===== config.mk =====
export PLATFORM = sky130hd
export DESIGN_NAME = mem_access_unit
export DESIGN_NICKNAME = d
export VERILOG_FILES = /design/src/rtl/mem_pkg.sv /design/src/rtl/mem_timeout_ctr.sv /design/src/rtl/mem_access_unit.sv
export SDC_FILE = /design/constraint.sdc
export NUM_CORES = 1
export LEC_CHECK = 0
export ABC_AREA = 1
export CAP_MARGIN = 20
export CORE_ASPECT_RATIO = 1.1
export CORE_MARGIN = 1
export CORE_UTILIZATION = 41
export CTS_CLUSTER_DIAMETER = 200
export DETAILED_ROUTE_END_ITERATION = 10
export PLACE_DENSITY_LB_ADDON = 0.3
export SLEW_MARGIN = 20
export SYNTH_ARGS = -nofsm -noshare
export SYNTH_HDL_FRONTEND = slang
export SYNTH_SLANG_ARGS = --single-unit

===== constraint.sdc =====
create_clock -name clk -period 2.1 [get_ports clk]
set_input_delay 0.315 -clock clk [delete_from_list [all_inputs] [get_ports clk]]
set_output_delay 0.315 -clock clk [all_outputs]
set_load 0.02 [all_outputs]

===== src/rtl/mem_pkg.sv =====
// Shared types and defaults for the MEM-stage bus initiator.
package mem_pkg;
  typedef enum logic [1:0] {
    IDLE = 2'd0,
    REQ  = 2'd1,
    WAIT = 2'd2,
    DONE = 2'd3
  } state_t;

  typedef struct packed {
    logic        we;
    logic [29:0] addr;
    logic [31:0] wdata;
  } mem_req_t;

  localparam int          TIMEOUT_DEF  = 16;
  localparam logic [31:0] ERR_DATA_DEF = 32'hDEADBEEF;

  function automatic int ctr_w(input int timeout);
    return $clog2(timeout) + 1;
  endfunction
endpackage


===== src/rtl/mem_timeout_ctr.sv =====
// Clear/enable cycle counter; expired flags the last allowed REQ/WAIT cycle.
module mem_timeout_ctr
  import mem_pkg::*;
#(
  parameter int TIMEOUT = TIMEOUT_DEF
) (
  input  logic clk,
  input  logic resetn,
  input  logic clr,
  input  logic en,
  output logic expired
);
  localparam int CW = ctr_w(TIMEOUT);

  logic [CW-1:0] cnt;

  always_ff @(posedge clk) begin
    if (!resetn)  cnt <= '0;
    else if (clr) cnt <= '0;
    else if (en)  cnt <= cnt + 1'b1;
  end

  assign expired = (cnt == CW'(TIMEOUT - 1));
endmodule


===== src/rtl/mem_access_unit.sv =====
// MEM-stage load/store initiator: valid/ready request, waits for response,
// stalls the pipeline and presents mdo for one done cycle.
module mem_access_unit
  import mem_pkg::*;
#(
  parameter int          TIMEOUT  = TIMEOUT_DEF,
  parameter logic [31:0] ERR_DATA = ERR_DATA_DEF
) (
  input  logic        clk,
  input  logic        resetn,
  input  logic        mwmem,
  input  logic        mm2reg,
  input  logic [31:0] mr,
  input  logic [31:0] mqb,
  output logic        stall,
  output logic [31:0] mdo,
  output logic        done,
  output logic        err,
  output logic        req_valid,
  output logic        req_we,
  output logic [29:0] req_addr,
  output logic [31:0] req_wdata,
  input  logic        req_ready,
  input  logic        rsp_valid,
  input  logic [31:0] rsp_rdata
);
  state_t   state, state_nx;
  mem_req_t rq;
  logic     acc, misal, busy, accept, complete, expired, tmo;

  assign acc      = mwmem | mm2reg;
  assign misal    = |mr[1:0];
  assign busy     = (state == REQ) | (state == WAIT);
  assign accept   = (state == REQ) & req_valid & req_ready;
  assign complete = (accept & rsp_valid) | ((state == WAIT) & rsp_valid);
  // A response arriving on the last allowed cycle beats the timeout.
  assign tmo      = busy & expired & ~complete;

  mem_timeout_ctr #(.TIMEOUT(TIMEOUT)) u_tmo (
    .clk     (clk),
    .resetn  (resetn),
    .clr     (state == IDLE),
    .en      (busy),
    .expired (expired)
  );

  always_ff @(posedge clk) begin
    if (!resetn) state <= IDLE;
    else         state <= state_nx;
  end

  always_comb begin
    state_nx = state;
    case (state)
      IDLE: if (acc) state_nx = misal ? DONE : REQ;
      REQ: begin
        if (complete | tmo) state_nx = DONE;
        else if (accept)    state_nx = WAIT;
      end
      WAIT: if (complete | tmo) state_nx = DONE;
      DONE: state_nx = IDLE;
      default: state_nx = IDLE;
    endcase
  end

  always_comb begin
    stall = ((state == IDLE) & acc) | busy;
  end

  always_ff @(posedge clk) begin
    if (!resetn) begin
      rq        <= '0;
      req_valid <= 1'b0;
      mdo       <= '0;
      done      <= 1'b0;
      err       <= 1'b0;
    end else begin
      done <= 1'b0;
      err  <= 1'b0;
      case (state)
        IDLE: if (acc) begin
          if (misal) begin
            done <= 1'b1;
            err  <= 1'b1;
            mdo  <= '0;
          end else begin
            rq        <= '{we: mwmem, addr: mr[31:2], wdata: mqb};
            req_valid <= 1'b1;
          end
        end
        REQ, WAIT: begin
          if (accept) req_valid <= 1'b0;
          if (complete) begin
            done <= 1'b1;
            if (!rq.we) mdo <= rsp_rdata;
          end else if (tmo) begin
            req_valid <= 1'b0;
            done      <= 1'b1;
            err       <= 1'b1;
            mdo       <= ERR_DATA;
          end
        end
        default: ;
      endcase
    end
  end

  assign req_we    = rq.we;
  assign req_addr  = rq.addr;
  assign req_wdata = rq.wdata;
endmodule


**After elaboration in Yosys (flattened, before gate mapping)**

Cells that the tools add are included.
Widths: inputs -> output; s select.

- Bits of input ports: 102
- Logic and storage cells: 70
- Output and inout bits: 99
- Register bits: 105

- Reduce and logical (&&, ||, !) cells: 9
- Add/subtract/negate cells: 1
- Eq/ne operators: 11
- Mux-type cells: 25
- Bitwise logic cells: 15

Operators by type and width:

| kind | count |
|---|---|
| $mux 32 | 5 |
| $pmux 32 s2 | 1 |
| $mux 1 | 10 |
| $mux 2 | 5 |
| $reduce_and 3->1 | 3 |
| $pmux 2 s4 | 1 |
| $and 1x1->1 | 7 |
| $ne 2x2->1 const B | 3 |
| $ne 3x3->1 const B | 2 |
| $pmux 1 s2 | 3 |
| $reduce_or 2->1 | 3 |
| $add 5x1->5 const B | 1 |
| $eq 5x4->1 const B | 1 |
| $or 1x1->1 | 5 |
| $reduce_and 5->1 | 1 |
| $eq 2x2->1 const B | 2 |
| $ne 3x2->1 const B | 1 |
| $not 1->1 | 3 |
| $eq 2x1->1 const B | 1 |
| $logic_not 2->1 | 1 |
| $ne 2x1->1 const B | 1 |
| $reduce_bool 2->1 | 1 |

**Longest topological paths before layout**

Gate-level depths: netlist of the first run.

- Depth after elaboration: 10
- Mapped depth: 11
- Depth with buffers taken out: 11

**Modules after synthesis**

Synthesis of the first run repeated with hierarchy kept, for this count alone.

- Cells, all modules: 604
- Area total of the unflattened synthesis: 4340.4 µm²

By module, submodules not included:

| module | instances | area each (µm²) | cells an instance |
|---|---|---|---|
| mem_access_unit | 1 | 4081.4 | 573 |
| mem_timeout_ctr | 1 | 259.0 | 31 |

**Worst setup path after synthesis of the first run**

No wires, ideal clock.

- Path kind: register to register
- From: register state[0]
- To: register mdo[10]
- Stages on the path, launching flop included: 11
- Required time: 1.988 ns
- Data arrival time: 1.525 ns
- Path slack: 0.463 ns
- Clock period less this slack: 1.637 ns
- Buffers on the path: 2
- Library setup time: 0.112 ns
- Path through: dfxtp_1 inv_1 ha_1 buf_4 nand2_1 nand3_4 nand3_4 inv_2 buf_4 nor2_1 nor2_1

RTL lines:

| what | RTL line | RTL |
|---|---|---|
| start, declared | mem_access_unit.sv:27 | `state_t state, state_nx;` |
| start signal, assigned | mem_access_unit.sv:49 | `else state <= state_nx;` |
| $eq 2x1->1 or $eq 2x2->1 (tied branches) | mem_access_unit.sv:33 | `assign busy = (state == REQ) \| (state == WAIT);` |
| $or 1x1->1 * | mem_access_unit.sv:33 |  |
| via busy | mem_access_unit.sv:29 | `logic acc, misal, busy, accept, complete, expired, tmo;` |
| $and 1x1->1 * (2 in a row) | mem_access_unit.sv:37 | `assign tmo = busy & expired & ~complete;` |
| $ne 3x3->1 (no line) * | - |  |
| $reduce_and 5->1 (no line) * | - |  |
| end signal, assigned | mem_access_unit.sv:95 | `if (!rq.we) mdo <= rsp_rdata;` |
| end, declared | mem_access_unit.sv:16 | `output logic [31:0] mdo,` |

Mark *: on every way through the listed nets, which the timed path passes. The rest lies on a longest branch.
A chain may end at the register's enable or synchronous reset.

**Worst setup path in the final report of the first run**

- From: register state[1]
- To: output stall

- Cells in the longest elaborated chain, start to end: 3

Ends and longest elaborated chain:

| what | RTL line | RTL |
|---|---|---|
| $eq 2x1->1 (tied with other cells) | mem_access_unit.sv:33 |  |
| $or 1x1->1 or $and 1x1->1 (tied branches) | mem_access_unit.sv:33, mem_access_unit.sv:67 |  |
| $or 1x1->1 * | mem_access_unit.sv:67 | `stall = ((state == IDLE) & acc) \| busy;` |
| end, declared | mem_access_unit.sv:15 | `output logic stall,` |

Mark *: on every way between the ends. The rest lies on a longest branch, timed or not.

==> results of run 1 <==
[cells in the final DEF, fill, tap and decap left out, drive strengths merged]
master,n
a21oi,67
o21ai,29
xor2,1
a211oi,1
inv,40
nand2,199
or2,1
a21boi,1
buf,12
clkinvlp,1
nor3b,1
bufinv,1
dfxtp,105
nor2,73
clkdlybuf4s50,199
ha,6
nand3,35
clkbuf,13
nand4,1
nor3,1
[per-layer routing]
layer  GRT usage  vias to the layer above  routed length, um
li1            -                     2239                  -
met1       0.250                     1951               4960
met2       0.378                      166               5720
met3      0.0788                       17               1060
met4      0.0977                        0                245
met5           0                        -                  0
[kinds of logic after synthesis]
group | Yosys count
adders and majority gates | 6
AOI/OAI and AO/OA | 98
and+or+nand+nor | 311
buffers and inverters | 78
xor gates and xnor gates | 1
DFF | 105
[cell type report]
class	count	share of cell area
Multi-Input combinational cell	416	0.282
Timing Repair Buffer	212	0.322
Clock inverter	2	0.00566
Tap cell	140	0.0264
Inverter	40	0.0226
Sequential cell	105	0.317
Clock buffer	12	0.0249
[synth_stat cells, drive strengths merged]
cell    instances  area share
a211oi          1      0.0017
a21boi          1      0.0017
a21oi          67       0.078
buf            24       0.030
clkbuf         14       0.012
dfxtp         105        0.49
ha              6       0.017
inv            40       0.035
nand2         199        0.18
nand3          35       0.051
nand4           1      0.0029
nor2           73       0.064
nor3            1      0.0012
nor3b           1      0.0017
o21ai          29       0.034
or2             1      0.0015
xor2            1      0.0020
[worst min-delay path, delay by kind of cell (launching register included)]
family	cells	cell delay (ns)
AO/OA/AOI/OAI	1	0.05
AND/OR/NAND/NOR	1	0.06
flip-flops	1	0.32
[registers in the layout (all words and copies together) (netlist names)]
| name | flops |
|---|---|
| done | 1 |
| req_we | 1 |
| mdo | 32 |
| req_valid | 1 |
| state | 2 |
| req_addr | 30 |
| req_wdata | 32 |
| u_tmo.cnt | 5 |
| err | 1 |
[power by group through the flow]
| stage | logic (mW) | registers [mW] | clock network [mW] |
|---|---|---|---|
| after detailed placement | 3.47 | 2.57 | 0 |
| after global routing | 3.87 | 2.57 | 1.40 |
| after global placement | 3.38 | 2.55 | 0 |
| after floorplan | 1.90 | 2.93 | 0 |
| after CTS | 3.49 | 2.53 | 1.33 |
| final | 3.45 | 2.53 | 1.29 |
[worst max-delay path by stage]
stage | endpoint | cells past startpoint | start | slack, ns
floorplan | mdo[10] | 10 | state[0] | 0.46
global placement | stall | 4 | mwmem | 0.12
detailed placement | stall | 4 | mwmem | 0.14
CTS | stall | 5 | state[1] | 0.03
global route | mdo[27] | 9 | state[0] | 0.03
finish | stall | 5 | state[1] | 0.20
[stage by stage]
step           area (sq um)  total power, mW
2_1_floorplan          4300             4.82
3_3_place_gp           6440             5.94
3_5_place_dp           6440             6.04
4_1_cts                6640             7.34
5_1_grt                6640             7.84
6_report               6640             7.26
[what timing repair did]
item / 4_1_cts / 5_1_grt
pin swaps: 0 / 0
resized for setup: 1 / 3
setup endpoints to repair: 1 / 1
==> results by stage, run 1 <==
GRT:
- The number of global-route vias before repair is 4171.
- In the global route stage, overall resource usage came out at 0.221.
- The first global-routing pass estimated 19000 um of wire.
- Entering global routing, the biggest net connects 64 pins.
- Global routing finished with a remaining overflow of 0.
- The initial antenna violation count is 0.

Worst hold path:
- The hold-critical path depth is 2.
- The worst min-delay path class is flop to flop.
- The hold path endpoint is req_addr[17].
- In this run the most critical hold path is launched from req_addr[17].

Setup path:
- In this run the critical register-to-register path is launched from state[0].
- The kind of cell with the highest combined delay along the critical path is buffers and inverters.
- The largest single stage delay on the critical path is about 0.34 ns.
- Walking the worst path, the cells encountered are inv_1, ha_1, inv_1, o21ai_0, clkbuf_2.
- For flop-to-flop paths, the worst setup slack is 0.23 ns.
- The most frequent cell on the critical path is inv_1.
- For the worst flop-to-flop path, the logic depth is 10.
- The startpoint type of the worst setup path is a flop.
- At the worst endpoint, the arrival time is between 1.5 and 2 ns.
- In this run the critical register-to-register path is captured at mdo[25].
- On the critical path, the stage with the largest delay is an instance of dfxtp_1.
- The critical path required time is 1.78 ns.
- The kind of end point of the critical path is an output port.
- The kind of critical path is flop to output port.
- In this run the worst path has a maximum fanout of 6.
- Together, buffers and inverters on the worst path number 3.

STA:
- The part of the cycle the worst path needs is 0.905.
- Setup violations remaining at the end of the flow were counted as 0.
- The slew at the pin with the worst max-slew slack is about 0.37 ns.
- The final hold violation count was 0.
- In this run the tightest slew margin relative to its limit is 0.755.
- The tightest hold path in the finished design has a slack of roughly 0.47 ns.
- The final worst clock skew is 0.00668 ns.
- The post-route setup TNS is 0 ns.
- The highest clock rate is 526 MHz.
- Setup repair after global routing left no endpoint under its margin.
- Setup slack on the critical path of the routed design comes to about 0.2 ns.
- The final critical-path required period is approximately 1.9 ns.
- The number of max-slew violations in the final report is 0.

Pwr:
- The part of the power in combinational logic is 0.475.
- In this run the static leakage power is ~2.6 nW.
- The fraction of power spent switching nets is 0.393.
- The power density relative to cell area is between 1000 and 1500 nW/um^2.
- The share of total power dissipated in the clock network is 0.178.
- The analysis attributes to net switching a power of about 2.9 mW.
- The share of total power dissipated in sequential elements is 0.348.
- The internal portion of the total power is ~4.4 mW.
- VDD sags by at most between 0.5 and 0.6 mV.

Floorplanning:
- The area inside the core boundary is 10000 sq um.
- The initial utilization of the core area, before any placement, comes to 0.429.
- Row generation in the floorplan step produced 38 rows.
- The horizontal die dimension is 99.7 um.
- The die covers approximately 11000 sq um.
- Pin placement for this block handled 201 I/O pins.
- In this run the vertical extent of the chip is 109 um.

Logic synthesis:
- The distinct cell type count of the synthesized netlist is 25.
- Of the synthesized area, sequential elements account for 0.489.
- Measured against the total synthesized area, the mux share comes to 0.
- After technology mapping, the gate count stands at 599.
- The simple-gate share of the synthesized area is 0.299.
- The number of storage elements in the synthesis netlist is approximately 110.
- The total standard cell area after synthesis is 4300 sq um.
- The average size of a mapped cell is approximately 7.2 sq um.
- The number of warnings printed during yosys synthesis is 0.
- By area, the combinational part of the netlist is dominated by simple AND/OR/NAND/NOR gates.
- The post-synthesis adder-cell area fraction is 0.0175.
- The complex-gate fraction of the synthesized area is 0.115.
- The post-synthesis share of cell area spent on xor and xnor gates is 0.00204.
- The number of nets produced by synthesis is 707.

CTS:
- The clock tree from TritonCTS is done.
- After clock tree synthesis, the setup repair step added 0 buffers.
- The number of H-tree branching levels is 3.
- After clock tree synthesis, the clock-pin slew on the worst setup and hold paths is approximately 0.090 ns.
- The clock insertion delay at the later pin of the skew report is between 0.3 and 0.4 ns.
- The CTS sink count is approximately 110.
- The maximum buffer depth of the clock tree is 2.
- Clock tree synthesis selected as its root buffer the cell clkbuf_8.
- After clock tree synthesis, the flow added hold-fix buffers numbering 0.
- TritonCTS created 9 clock buffers.

Cells and area:
- The area growth from synthesis to final layout is 54.3%.
- The area used by multi-input combinational logic is 1870 sq um.
- The number of antenna repair diodes is 0.
- The layout has roughly 850 filler cells.
- The number of non-filler instances in the completed layout is 927.
- The end-of-flow core utilization is 0.662.
- The sequential cells in the finished layout cover a total of 2100 sq um.
- In the final layout, the share of cells above drive strength 1 is 0.0508.
- The final layout net count is about 890.

Detailed routing:
- The DRC violation total after the first TritonRoute iteration is between 150 and 200.
- Detailed routing inserted a total of ~4400 vias.
- The number of iterations in the first detailed-routing pass is 4.
- The count of nets left with antenna violations once routing finished came out at 0.
- After detailed routing, the average wire length per cell comes to 12.9 um.
- After detailed routing, the number of remaining DRC violations is 0.
- The detail-routed via count per cell is 4.72.
- The sum of routed wire length over all layers is between 10000 and 15000 um.

Placed design:
- The placed cell count is just over 900.
- Buffers placed on the I/O ports in this run total 200.
- The last weighted congestion value of the routability-driven placer is 0.785.
- Detailed placement ended at an HPWL of 8540 um.
- The worst slack after detailed placement is roughly 0.14 ns.

Outcome:
- The run finished with clean final reports.

Run:
- The count of max-cap constraint violations is 0.
(Power assumes the default switching activity.)
==> run 2: changes to the inputs <==
--- a/config.mk
+++ b/config.mk
@@ -7,9 +7,11 @@
 export LEC_CHECK = 0
 export ABC_AREA = 1
 export CAP_MARGIN = 20
+export CELL_PAD_IN_SITES_DETAIL_PLACEMENT = 0
+export CELL_PAD_IN_SITES_GLOBAL_PLACEMENT = 1
 export CORE_ASPECT_RATIO = 1.1
 export CORE_MARGIN = 1
-export CORE_UTILIZATION = 41
+export CORE_UTILIZATION = 28
 export CTS_CLUSTER_DIAMETER = 200
 export DETAILED_ROUTE_END_ITERATION = 10
 export PLACE_DENSITY_LB_ADDON = 0.3
==> run 2 against run 1 <==
  * Combinational power is 2% higher
  * Sequential power barely moved
  * Cell count grew 6.4%
  * Final area increased by 3.2%
  * Global-route usage shrank 5.9 points
  * Die area increased by 45%
  * Flip-flop and latch count unchanged
  * Clock skew grew 0.0028 ns
  * Wire length grew 6.0%
  * Critical path type unchanged
  * Largest cell class unchanged
  * Highest routed layer unchanged
==> results by stage, run 2 (synthesis gave the netlist of run 1 again) <==
Outcome:
- Result of the run: complete, no violations (unchanged).

Setup path:
- Cell breakdown of the critical path: inv_1, ha_1, inv_1, o21ai_0, dlygate4sd2_1 (was inv_1, ha_1, inv_1, o21ai_0, clkbuf_2).
- The reg-to-reg setup timing slack is 0.18 ns (was 0.23 ns).
- The most frequent cell on the critical path was inv_1 (unchanged).
- The arrival time at the worst endpoint is 1.66 ns (was 1.59 ns).
- The startpoint of the lowest-slack register-to-register path is state[1] (was state[0]).
- The worst flop-to-flop path endpoint was mdo[24] (was mdo[25]).
- The length in cells of the worst reg-to-reg path came to 9 (was 10).
- The peak fanout along the critical path is 4 (was 6).
- The startpoint type of the worst setup path is a flop (unchanged).
- The worst-path cell with the longest stage delay was dfxtp_1 (unchanged).
- The kind of end point of the critical path was an output port (unchanged).
- The critical path required time is 1.78 ns (about the same).
- The worst stage delay on the critical path is 0.37 ns (was 0.34 ns).
- The kind of critical path is flop to output port (unchanged).

Placed design:
- The last weighted congestion value of the routability-driven placer is 0.787 (was 0.785).
- The half-perimeter wire length of the detailed placement result was 8840 um (was 8540 um).
- The quantity of I/O buffers inserted on ports is 200 (unchanged).

Detailed routing:
- The number of vias after detailed routing is 4323 (was 4373).
- The average wire per standard cell was 12.9 um (about the same).
- The remaining antenna violation count after routing is 0 (unchanged).
- The DRC violation total after the first TritonRoute iteration came to 175 (was 196).
- The residual DRC count is 0 (unchanged).
- The number of iterations in the first detailed-routing pass is 4 (unchanged).
- The sum of routed wire length over all layers came to 12700 um (was 12000 um).
- The detail-routed via count per cell is 4.38 (was 4.72).

Worst hold path:
- The hold-critical path depth was 2 (unchanged).
- The worst min-delay path class is flop to flop (unchanged).
- The hold path endpoint is req_wdata[2] (was req_addr[17]).
- The startpoint of the worst hold path is req_wdata[2] (was req_addr[17]).

CTS:
- The clock insertion delay at the later pin of the skew report is 0.35 ns (was 0.36 ns).
- The maximum buffer depth of the clock tree is 2 (unchanged).
- The total setup buffers inserted after CTS is 0 (unchanged).
- The clock tree from TritonCTS is done (unchanged).
- The clock-pin slew on the worst setup and hold paths came to 0.07 ns (was 0.09 ns).
- The number of H-tree branching levels came to 3 (unchanged).
- The number of buffers inserted during clock tree synthesis came to 9 (unchanged).
- The number of hold buffers added after cts was 0 (unchanged).
- The CTS sink count was 105 (unchanged).
- The buffer cell driving the clock tree root is clkbuf_16 (was clkbuf_8).

STA:
- The worst-case hold slack is 0.464 ns (was 0.468 ns).
- The number of max-slew violations in the final report is 0 (unchanged).
- The final critical-path required period was 1.97 ns (was 1.90 ns).
- The remaining max-slew budget at the tightest pin is 0.755 (about the same).
- The final hold violation count is 0 (unchanged).
- The post-route setup TNS is 0 ns (unchanged).
- The highest clock rate is 506 MHz (was 526 MHz).
- The final worst clock skew is 0.00944 ns (was 0.00668 ns).
- The setup violation total in the final timing report is 0 (unchanged).
- The slew at the pin with the worst max-slew slack was 0.366 ns (was 0.367 ns).
- RSZ-0062 raised after global routing: yes (was no).
- The part of the cycle the worst path needs came to 0.940 (was 0.905).

Floorplanning:
- The area enclosed by the die boundary was 15900 sq um (was 10900 sq um).
- The starting density of the core is 0.286 (was 0.429).
- The horizontal die dimension came to 120 um (was 99.7 um).
- The total I/O pin count is 201 (unchanged).
- The placement row count came to 47 (was 38).
- The area inside the core boundary is 15100 sq um (was 10000 sq um).
- The die boundary height was 132 um (was 109 um).

Pwr:
- The fraction of power spent switching nets is 0.381 (was 0.393).
- The power share of the sequential group is 0.320 (was 0.348).
- The post-layout total power is 7.92 mW (was 7.26 mW).
- The cell-internal power is 4.90 mW (was 4.41 mW).
- The leakage power was 2.71 nW (was 2.65 nW).
- The peak supply drop came to 0.494 mV (was 0.553 mV).
- The reported net switching power came to 3.02 mW (was 2.85 mW).
- The part of the power in combinational logic was 0.445 (was 0.475).
- The clock power share is 0.236 (was 0.178).
- The power density relative to cell area came to 1160 nW/um^2 (was 1090 nW/um^2).

Cells and area:
- The most common cell after layout, fill and taps aside is clkdlybuf4s50_1 (unchanged).
- The final layout net count came to 893 (was 892).
- The area growth from synthesis to final layout is 59.2% (was 54.3%).
- The fill cell total of the finished layout is 1583 (was 846).
- The area used by multi-input combinational logic came to 1870 sq um (unchanged).
- The number of antenna repair diodes is 0 (unchanged).
- The end-of-flow core utilization is 0.455 (was 0.662).
- The area taken by flip-flops and latches is 2100 sq um (about the same).
- The share of cells above drive strength 1 is 0.0532 (was 0.0508).
- Highest-count cells in the layout ignoring fill and taps: clkdlybuf4s50_1, nand2_1, dfxtp_1, nor2_1, a21oi_1 (unchanged).

Run:
- The count of max-cap constraint violations is 0 (unchanged).

GRT:
- The largest net degree at the start of global routing was 63 (was 64).
- The aggregate global-route resource usage was 0.163 (was 0.221).
- The initial antenna violation count came to 0 (unchanged).
- The global-route congestion overflow total is 0 (unchanged).
- The wire length of the first global-routing pass is 20700 um (was 19000 um).
- The number of global-route vias before repair is 4265 (was 4171).
==> run 2: worst max path at each step <==
stage	cells after the start	end	slack [ns]	startpoint
6_report	5	stall	0.13	state[1]
5_1_grt	9	mdo[11]	-0.001	state[1]
4_1_cts	5	stall	0.05	state[0]
3_5_place_dp	9	mdo[22]	0.10	state[0]
3_3_place_gp	4	stall	0.14	mwmem
2_1_floorplan	10	mdo[10]	0.46	state[0]
==> run 2: final cells by class <==
| class | instances | area share |
|---|---|---|
| inverters | 40 | 0.0223 |
| repair buffers | 213 | 0.314 |
| flip-flops and latches | 105 | 0.307 |
| multi-input cells | 416 | 0.273 |
| clock inverters | 5 | 0.0124 |
| well taps | 196 | 0.0358 |
| clock buffers | 11 | 0.0355 |
==> run 2: per-layer routing <==
| metal | global-route usage | vias to the layer above | wire, um | share of wire |
|---|---|---|---|---|
| met5 | 0 | - | 0 | 0 |
| met4 | 0.0708 | 0 | 199 | 0.016 |
| met3 | 0.0631 | 12 | 1220 | 0.096 |
| met2 | 0.264 | 158 | 5780 | 0.45 |
| met1 | 0.189 | 1901 | 5510 | 0.43 |
| li1 | - | 2252 | - | - |
==> run 2: stage by stage <==
stage	setup WS, ns	cells	cell area (sq um)
5_1_grt	-0.00136	986	6850
2_1_floorplan	0.463	599	4300
4_1_cts	0.0501	986	6840
3_3_place_gp	0.142	970	6520
3_5_place_dp	0.101	970	6520
6_report	0.126	986	6850
==> run 2: worst max-delay path: cells and delay by family (launching register included) <==
family | cells | cell delay, ns
buffers and inverters | 3 | 0.54
flip-flops | 1 | 0.37
adder cells (fa/ha/maj) | 1 | 0.31
AO/OA/AOI/OAI | 1 | 0.09
==> run 2: repair_timing <==
item / 4_1_cts / 5_1_grt
endpoints found under the setup margin: 1 / 28
endpoints found under the hold margin: 0 / 0
resized for setup: 1 / 3
gates cloned: 0 / 0
==> run 2: power by group through the flow <==
stage / Combinational (mW) / Sequential [mW] / Clock, mW
6_report: 3.52 / 2.53 / 1.87
5_1_grt: 3.96 / 2.58 / 2.00
4_1_cts: 3.56 / 2.53 / 1.92
3_5_place_dp: 3.54 / 2.58 / 0
3_3_place_gp: 3.50 / 2.56 / 0
2_1_floorplan: 1.90 / 2.93 / 0
